--- src/rtl/miller_top.sv ---
`default_nettype none
// ============================================================================
//  Module   : miller_top
//  Purpose  : Byte-oriented Miller (delay-modulation) line codec.
//             TX serializes bytes (start bit '1' + b7..b0) into a Miller
//             stream.  RX recovers bytes from a Miller stream by sampling
//             each bit at 1/4 and 3/4 of the bit period; a mid-bit
//             transition (s1 != s2) decodes as '1'.
//  Ports    : clk            - rising-edge clock
//             rst_p          - synchronous reset, active-low
//             data_in        - TX byte
//             data_in_valid  - TX byte valid
//             data_tready    - TX ready (IDLE only)
//             data_out       - last decoded RX byte
//             data_out_valid - one-cycle pulse when data_out updates
//             Miller_BitIn   - asynchronous serial input (2-FF synchronized)
//             Miller_BitOut  - registered serial output
//  Revision : 1.0  initial release
// ============================================================================
module miller_top #(
    parameter int HALF_BIT_CYCLES = 4
) (
    input  logic       clk,
    input  logic       rst_p,
    input  logic [7:0] data_in,
    input  logic       data_in_valid,
    output logic       data_tready,
    output logic [7:0] data_out,
    output logic       data_out_valid,
    input  logic       Miller_BitIn,
    output logic       Miller_BitOut
);

    localparam int H  = HALF_BIT_CYCLES;
    localparam int CW = $clog2(4 * H);

    // ------------------------------------------------------------------
    // TX path
    // ------------------------------------------------------------------
    typedef enum logic [1:0] {
        TX_IDLE  = 2'd0,
        TX_SEND  = 2'd1,
        TX_GUARD = 2'd2
    } tx_state_t;

    tx_state_t         tx_state_q;
    logic              tx_tready_q;
    logic              tx_line_q;
    logic [8:0]        tx_sr_q;     // [8] = bit on the line, [7] = next bit
    logic [3:0]        tx_bit_q;
    logic [CW-1:0]     tx_cnt_q;

    always_ff @(posedge clk) begin
        if (!rst_p) begin
            tx_state_q  <= TX_IDLE;
            tx_tready_q <= 1'b0;
            tx_line_q   <= 1'b0;
            tx_sr_q     <= '0;
            tx_bit_q    <= '0;
            tx_cnt_q    <= '0;
        end else begin
            case (tx_state_q)
                TX_IDLE: begin
                    tx_tready_q <= 1'b1;
                    if (data_in_valid && tx_tready_q) begin
                        tx_tready_q <= 1'b0;
                        tx_sr_q     <= {1'b1, data_in};
                        tx_bit_q    <= '0;
                        tx_cnt_q    <= '0;
                        tx_state_q  <= TX_SEND;
                    end
                end
                TX_SEND: begin
                    tx_cnt_q <= tx_cnt_q + 1'b1;
                    // '1' bits toggle at mid-bit
                    if (tx_cnt_q == CW'(H - 1) && tx_sr_q[8]) begin
                        tx_line_q <= ~tx_line_q;
                    end
                    if (tx_cnt_q == CW'(2 * H - 1)) begin
                        tx_cnt_q <= '0;
                        if (tx_bit_q == 4'd8) begin
                            tx_state_q <= TX_GUARD;
                        end else begin
                            tx_bit_q <= tx_bit_q + 1'b1;
                            tx_sr_q  <= {tx_sr_q[7:0], 1'b0};
                            // boundary toggle between two consecutive '0' bits
                            if (!tx_sr_q[8] && !tx_sr_q[7]) begin
                                tx_line_q <= ~tx_line_q;
                            end
                        end
                    end
                end
                TX_GUARD: begin
                    // line held static so the RX side is re-armed
                    tx_cnt_q <= tx_cnt_q + 1'b1;
                    if (tx_cnt_q == CW'(4 * H - 1)) begin
                        tx_cnt_q    <= '0;
                        tx_tready_q <= 1'b1;
                        tx_state_q  <= TX_IDLE;
                    end
                end
                default: begin
                    tx_state_q <= TX_IDLE;
                end
            endcase
        end
    end

    assign data_tready   = tx_tready_q;
    assign Miller_BitOut = tx_line_q;

    // ------------------------------------------------------------------
    // RX path
    // ------------------------------------------------------------------
    typedef enum logic [0:0] {
        RX_IDLE = 1'b0,
        RX_RECV = 1'b1
    } rx_state_t;

    rx_state_t         rx_state_q;
    logic              rx_meta_q;
    logic              rx_sync_q;
    logic              rx_prev_q;
    logic [CW-1:0]     rx_cnt_q;
    logic [3:0]        rx_samp_q;   // even = first sample, odd = second
    logic              rx_s1_q;
    logic [7:0]        rx_sr_q;
    logic [7:0]        rx_data_q;
    logic              rx_valid_q;
    logic              rx_bit_d;

    assign rx_bit_d = rx_s1_q ^ rx_sync_q;

    always_ff @(posedge clk) begin
        if (!rst_p) begin
            rx_state_q <= RX_IDLE;
            rx_meta_q  <= 1'b0;
            rx_sync_q  <= 1'b0;
            rx_prev_q  <= 1'b0;
            rx_cnt_q   <= '0;
            rx_samp_q  <= '0;
            rx_s1_q    <= 1'b0;
            rx_sr_q    <= '0;
            rx_data_q  <= '0;
            rx_valid_q <= 1'b0;
        end else begin
            rx_meta_q  <= Miller_BitIn;
            rx_sync_q  <= rx_meta_q;
            rx_prev_q  <= rx_sync_q;
            rx_valid_q <= 1'b0;
            case (rx_state_q)
                RX_IDLE: begin
                    // first edge is the start bit's mid point (t0); first
                    // sample lands at t0 + H + H/2
                    if (rx_sync_q != rx_prev_q) begin
                        rx_cnt_q   <= CW'(3 * H / 2 - 1);
                        rx_samp_q  <= '0;
                        rx_state_q <= RX_RECV;
                    end
                end
                RX_RECV: begin
                    if (rx_cnt_q == '0) begin
                        rx_cnt_q  <= CW'(H - 1);
                        rx_samp_q <= rx_samp_q + 1'b1;
                        if (!rx_samp_q[0]) begin
                            rx_s1_q <= rx_sync_q;
                        end else begin
                            rx_sr_q <= {rx_sr_q[6:0], rx_bit_d};
                        end
                        if (rx_samp_q == 4'd15) begin
                            rx_data_q  <= {rx_sr_q[6:0], rx_bit_d};
                            rx_valid_q <= 1'b1;
                            rx_state_q <= RX_IDLE;
                        end
                    end else begin
                        rx_cnt_q <= rx_cnt_q - 1'b1;
                    end
                end
                default: begin
                    rx_state_q <= RX_IDLE;
                end
            endcase
        end
    end

    assign data_out       = rx_data_q;
    assign data_out_valid = rx_valid_q;

endmodule
`default_nettype wire

--- config.mk ---
export PLATFORM = sky130hd
export DESIGN_NAME = miller_top
export DESIGN_NICKNAME = d
export VERILOG_FILES = /design/src/rtl/miller_top.sv
export SDC_FILE = /design/constraint.sdc
export NUM_CORES = 1
export LEC_CHECK = 0
export ABC_AREA = 1
export CAP_MARGIN = 20
export CELL_PAD_IN_SITES_DETAIL_PLACEMENT = 2
export CELL_PAD_IN_SITES_GLOBAL_PLACEMENT = 2
export CORE_MARGIN = 1.5
export CORE_UTILIZATION = 34
export DETAILED_ROUTE_END_ITERATION = 10
export PLACE_DENSITY = 0.78
export REMOVE_ABC_BUFFERS = 1
export SYNTH_ARGS = -nofsm -noshare
export SYNTH_HDL_FRONTEND = slang
export SYNTH_SLANG_ARGS = --single-unit
--- constraint.sdc ---
create_clock -name clk -period 2.8 [get_ports clk]
set_input_delay 0.28 -clock clk [delete_from_list [all_inputs] [get_ports clk]]
set_output_delay 0.28 -clock clk [all_outputs]
set_load 0.05 [all_outputs]
==> impl_metrics.toml, run 1 <==
[synth]
yosys.area.top_type = "dfxtp_1"
synth-seq-area-share = 0.425
synth_top_family_by_area = "simple AND/OR/NAND/NOR gates"
synth.area.mux_share = 0.0298
yosys_warnings = 0
synthAdderAreaFrac = 0.0531
synth_top_area_frac = 0.425
synth_ff_type = "dfxtp_1"
syn_area_um2 = 2350
synthCells = 327
synthTopCellsByCount = "nand2_1, dfxtp_1, nor2_1"
synth_compound_gate_area_share = 0.0887
synth_seq_cells = 50
synth-xor-area-share = 0.0112
synthSimpleGateAreaFrac = 0.312
syn_avg_cell_area_um2 = 7.20
synth_edf_count = 0
yosysMostFrequentCell = "nand2_1"
netlist_top_cells_area = "dfxtp_1, nand2_1, nor2_1"
synthArstFlopShare = 0
synth.distinct_cells = 26

[routing]
wl_per_cell_um = 13.9
met1_length_um = 2920
met2_length_um = 2860
routed.top_layer = "met4"
vias = 2105
drcViolationCount = 0
vias_per_cell = 4.90
drt_first_iter_violations = 63
ant_nets = 0
dr_wl_met3_um = 109
drt-pass1-iter-count = 4
routed_wirelength_um = 5970

[critical_path]
crit_path_frequent_cell = "nand2_1"
critPathBufInv = 2
crit_family = "simple AND/OR/NAND/NOR gates"
critPathLaunchType = "register"
critPathKind = "reg -> reg"
critical_path_arrival_ns = 2.09
critPathCaptureType = "register"
cp_cell_sequence = "inv_1, ha_1, buf_4, nand4_1, nand2_1, nor2_4, nand2_1, nand2_1, nor2_1"
critPathMaxFanout = 21
cp_slowest_cell = "nor2_4"
cpPeakStageDelay_ns = 0.44
required_ns = 3.01

[placed_design]
dp_hpwl_um = 4200
gp_congestion = 0.803
place_ws_ns = 0.877
io_buffer_count = 22

[floorplan]
fp.dieH_um = 86.2
die-area_um2 = 7430
io_pins = 23
core_area_um2 = 6760
die_w_um = 86.2
start_util = 0.349
row_count = 30

[layout]
final_nets = 371
syn_to_final_growth_pct = 16.8
fill_cells = 820
n_antenna_cell = 0
final_layout_size_suffix_gt1_frac = 0.0714

[status]
status = "finished clean"

[clock_network]
clockRootBuffer = "clkbuf_8"
cts_hold_buf = 0
postCtsSetupBuffers = 0
cts.sink_count = 50
clk_pin_slew_worst_paths_ns = 0.09
cts_tree = "built"
cts_made_buffers = 5
clock_path_buffers = 2
clock_latency_ns = 0.30
cts_max_level = 2
cts_resized = 0

[grt]
grt_pass1_vias = 2214
grt_max_degree = 32
groute.usage.overall = 0.174
grt_overflow = 0
grt_pass1_wl_um = 10300
antenna_found_initial = 0

[hold_path]
min_path_type = "reg -> reg"

[sta]
hold_violations = 0
max_freq_mhz = 531
period_minus_slack_ns = 1.88
fin_worst_skew_ns = 0.00444
fin_ws_ns = 0.917
slew_headroom = 0.486
tns_ns = 0
final-setup-viol-count = 0
worst_pin_slew_ns = 0.769
grt_setup_unrepaired = "false"
slew_viol_final = 0
post-route-period-util = 0.673

[run]
max_cap_violations = 0

[pwr]
vdd_drop_max_mv = 0.247
power.density_nw_per_um2 = 726
p_leak_uw = 0.00112
==> layout by cell type, fill, tap and decap left out, types with 2 or more instances in the layout <==
master and n:
a21oi_1 21, a21oi_2 3, buf_4 3, clkbuf_8 5
clkdlybuf4s50_1 22, dfxtp_1 50, ha_1 10, inv_1 32
inv_2 2, mux2i_1 7, nand2_1 82, nand2_2 5
nand3_1 22, nand3_2 2, nand4_1 7, nor2_1 50
nor3_1 2, o21ai_0 14, xor2_1 2
==> state kept, by name, summed over array words and instances, names as in the netlist <==
register	cells
tx_sr_q	9
data_out	8
rx_sr_q	7
rx_cnt_q	4
rx_samp_q	4
tx_bit_q	4
tx_cnt_q	4
tx_state_q	2
Miller_BitOut	1
data_out_valid	1
data_tready	1
rx_meta_q	1
rx_prev_q	1
rx_s1_q	1
rx_state_q	1
rx_sync_q	1
==> layout make-up <==
type / count / area (um2) / share of cell area
Sequential cell: 50 / 1000 / 0.364
Tap cell: 80 / 100 / 0.0364
Inverter: 35 / 131 / 0.0478
Timing Repair Buffer: 25 / 243 / 0.0883
Multi-Input combinational cell: 232 / 1160 / 0.424
Clock buffer: 6 / 72.6 / 0.0264
Clock inverter: 2 / 37.5 / 0.0136
==> tightest hold or removal path: cells and delay by family, from the launching register on <==
kind,cells,cell delay [ns]
buffers and inverters,1,0.04
flip-flops,1,0.31
AND/OR/NAND/NOR,1,0.05
==> through the flow <==
step | hold WS, ns | cell area, um2 | cells | util | power, uW
global placement | 0.404 | 2640 | 422 | 0.391 | 1480
CTS | 0.439 | 2750 | 430 | 0.407 | 2040
floorplan | 0.373 | 2300 | 317 | - | 1320
finish | 0.434 | 2750 | 430 | 0.407 | 2000
global route | 0.473 | 2750 | 430 | 0.407 | 2160
detailed placement | 0.420 | 2640 | 422 | 0.391 | 1510
==> final timing paths <==
kind | startpoint | to | slack (ns) | cells after the start
worst max register to register | tx_state_q[1] | tx_sr_q[1] | 0.92 | 9
worst max-delay path | tx_state_q[1] | tx_sr_q[1] | 0.92 | 9
worst min register to register | rx_meta_q | rx_sync_q | 0.43 | 2
worst min-delay path | rx_meta_q | rx_sync_q | 0.43 | 2
==> report_power, final <==
part,internal [uW],switching [uW]
Combinational,210,423
Clock,267,250
Sequential,787,60.3
==> cells by family after synthesis <==
| family | count (synthesis) |
|---|---|
| mux | 7 |
| xor+xnor | 3 |
| flops | 50 |
| buf+inv | 45 |
| fa+ha+maj | 10 |
| simple gates | 173 |
| compound gates | 39 |
==> metal layers <==
metal,up-vias,track usage
met1,1004,0.220
met2,16,0.303
met4,0,0.0528
li1,1079,-
met3,6,0.0295
met5,-,0
Power figures use the tool's default switching activity.
==> run 2, diff against run 1 <==
Settings changed: CORE_UTILIZATION 34 to 32, PLACE_DENSITY 0.78 to 0.74.
Clock period 2.8 ns to 1.8 ns, I/O delays scaled along.
==> run 2 against run 1 <==
Via count is 0.86% higher; wire length grew 0.35%; worst hold slack worse by 0.024 ns; combinational power grew 71%; total power grew 60%; worst setup slack worse by 0.77 ns; final area increased by 3.1%; utilization is 1.2 points lower; clock skew up 0.0042 ns; final cell count grew 5.8%; largest power group unchanged; highest routed layer unchanged.
==> impl_metrics.toml, run 2 (synthesized netlist as in run 1, its figures left out) <==
[pwr]
swShare = 0.359
power_switching_uw = 1150
pwr-share-seq = 0.412
power.density_nw_per_um2 = 1120
comb_power_share = 0.338
p_total_uw = 3190
p_leak_uw = 0.00116
power.internal_uw = 2040
clkPwrFrac = 0.250
vdd_drop_max_mv = 0.344

[sta]
final-setup-viol-count = 0
grt_setup_unrepaired = "false"
post-route-period-util = 0.920
max_freq_mhz = 604
tns_ns = 0
hold_violations = 0
fin_worst_skew_ns = 0.00868
worst_pin_slew_ns = 0.498
slew_viol_final = 0
slew_headroom = 0.667
fin_ws_ns = 0.143
period_minus_slack_ns = 1.66

[floorplan]
row_count = 31
die-area_um2 = 7880
io_pins = 23
die_w_um = 88.8
core_area_um2 = 7180
start_util = 0.328
fp.dieH_um = 88.8

[clock_network]
cts_tree = "built"
cts_resized = 0
cts_hold_buf = 0
cts_max_level = 2
postCtsSetupBuffers = 0
cts.sink_count = 50
clk_pin_slew_worst_paths_ns = 0.09
cts_made_buffers = 5
clock_latency_ns = 0.30
clockRootBuffer = "clkbuf_8"
clock_path_buffers = 2

[grt]
grt_max_degree = 32
grt_pass1_vias = 2222
grt_overflow = 0
groute.usage.overall = 0.170
grt_use_met3 = 0.0308
use_met2 = 0.308
grt_pass1_wl_um = 10400
antenna_found_initial = 0
top_usage_layer = "met2"
grt_use_met1 = 0.209

[layout]
final_layout_size_suffix_gt1_frac = 0.0899
largest_reg_flops = 9
n_antenna_cell = 0
final_nets = 377
final_common_cell = "nand2_1"
regMostFlops = "tx_sr_q"
syn_to_final_growth_pct = 20.5
layout_common_cells = "nand2_1, dfxtp_1, nor2_1"

[critical_path]
critPathBufInv = 1
path_depth = 1
critPathKind = "reg -> out"
critPathMaxFanout = 3
reg2regPathDepth = 8
critical_path_arrival_ns = 1.48
critPathLaunchType = "register"
reg2reg_slack_ns = 0.25
critPathCaptureType = "output pin"
cpPeakStageDelay_ns = 0.81
cp_slowest_cell = "clkdlybuf4s50_1"
crit_family = "buffers and inverters"
required_ns = 1.62
cp_cell_sequence = "clkdlybuf4s50_1"

[routing]
drt-pass1-iter-count = 3
vias_per_cell = 4.67
drcViolationCount = 0
drt_first_iter_violations = 56
vias = 2123
wl_per_cell_um = 13.2
ant_nets = 0
routed_wirelength_um = 5990

[hold_path]
hold_path_depth = 3
min_path_type = "in -> reg"

[placed_design]
dp_hpwl_um = 4440
io_buffer_count = 22
place_ws_ns = 0.147
gp_congestion = 0.706

[run]
max_cap_violations = 0

[status]
status = "finished clean"
## run 2: changes by cell type in the layout (fill, tap and decap cells not counted), sizes merged
cell	previous run	this run
buf	3	9
## run 2: path summary, 6_finish.rpt
kind	startpoint	to
worst max register to register	rx_cnt_q[0]	data_out[1]
worst max-delay path	data_tready	data_tready
worst min-delay path	Miller_BitIn	rx_meta_q
worst min register to register	rx_meta_q	rx_sync_q
## run 2: metal layers
metal	vias up	wire (um)
li1	1095	-
met1	1003	2810
met2	19	3000
met3	6	124
met4	0	51
met5	-	0
## run 2: per-stage QoR
step | cells | area, um2 | util | hold slack (ns)
final | 455 | 2840 | 0.395 | 0.409
after global routing | 455 | 2840 | 0.395 | 0.436
after CTS | 455 | 2830 | 0.395 | 0.405
after detailed placement | 447 | 2720 | 0.379 | 0.410
after global placement | 447 | 2720 | 0.379 | 0.408
after floorplan | 317 | 2300 | - | 0.273
## run 2: area by class of cell
cell class,instances,area [um2]
Inverter,35,131
Multi-Input combinational cell,232,1170
Sequential cell,50,1000
Clock buffer,6,72.6
Fill cell,862,4340
Clock inverter,2,37.5
Tap cell,99,124
Timing Repair Buffer,31,300
## run 2: power by group through the flow
stage | Combinational, uW | Sequential (uW) | Clock (uW)
floorplan | 695 | 1350 | 0
global route | 1240 | 1330 | 880
detailed placement | 1090 | 1350 | 0
finish | 1080 | 1310 | 796
global placement | 1060 | 1340 | 0
CTS | 1100 | 1320 | 840
## run 2: worst min-delay path, cell delays in order
cell	delay [ns]
clkdlybuf4s50_1	0.40
nand2_1	0.06
inv_1	0.03
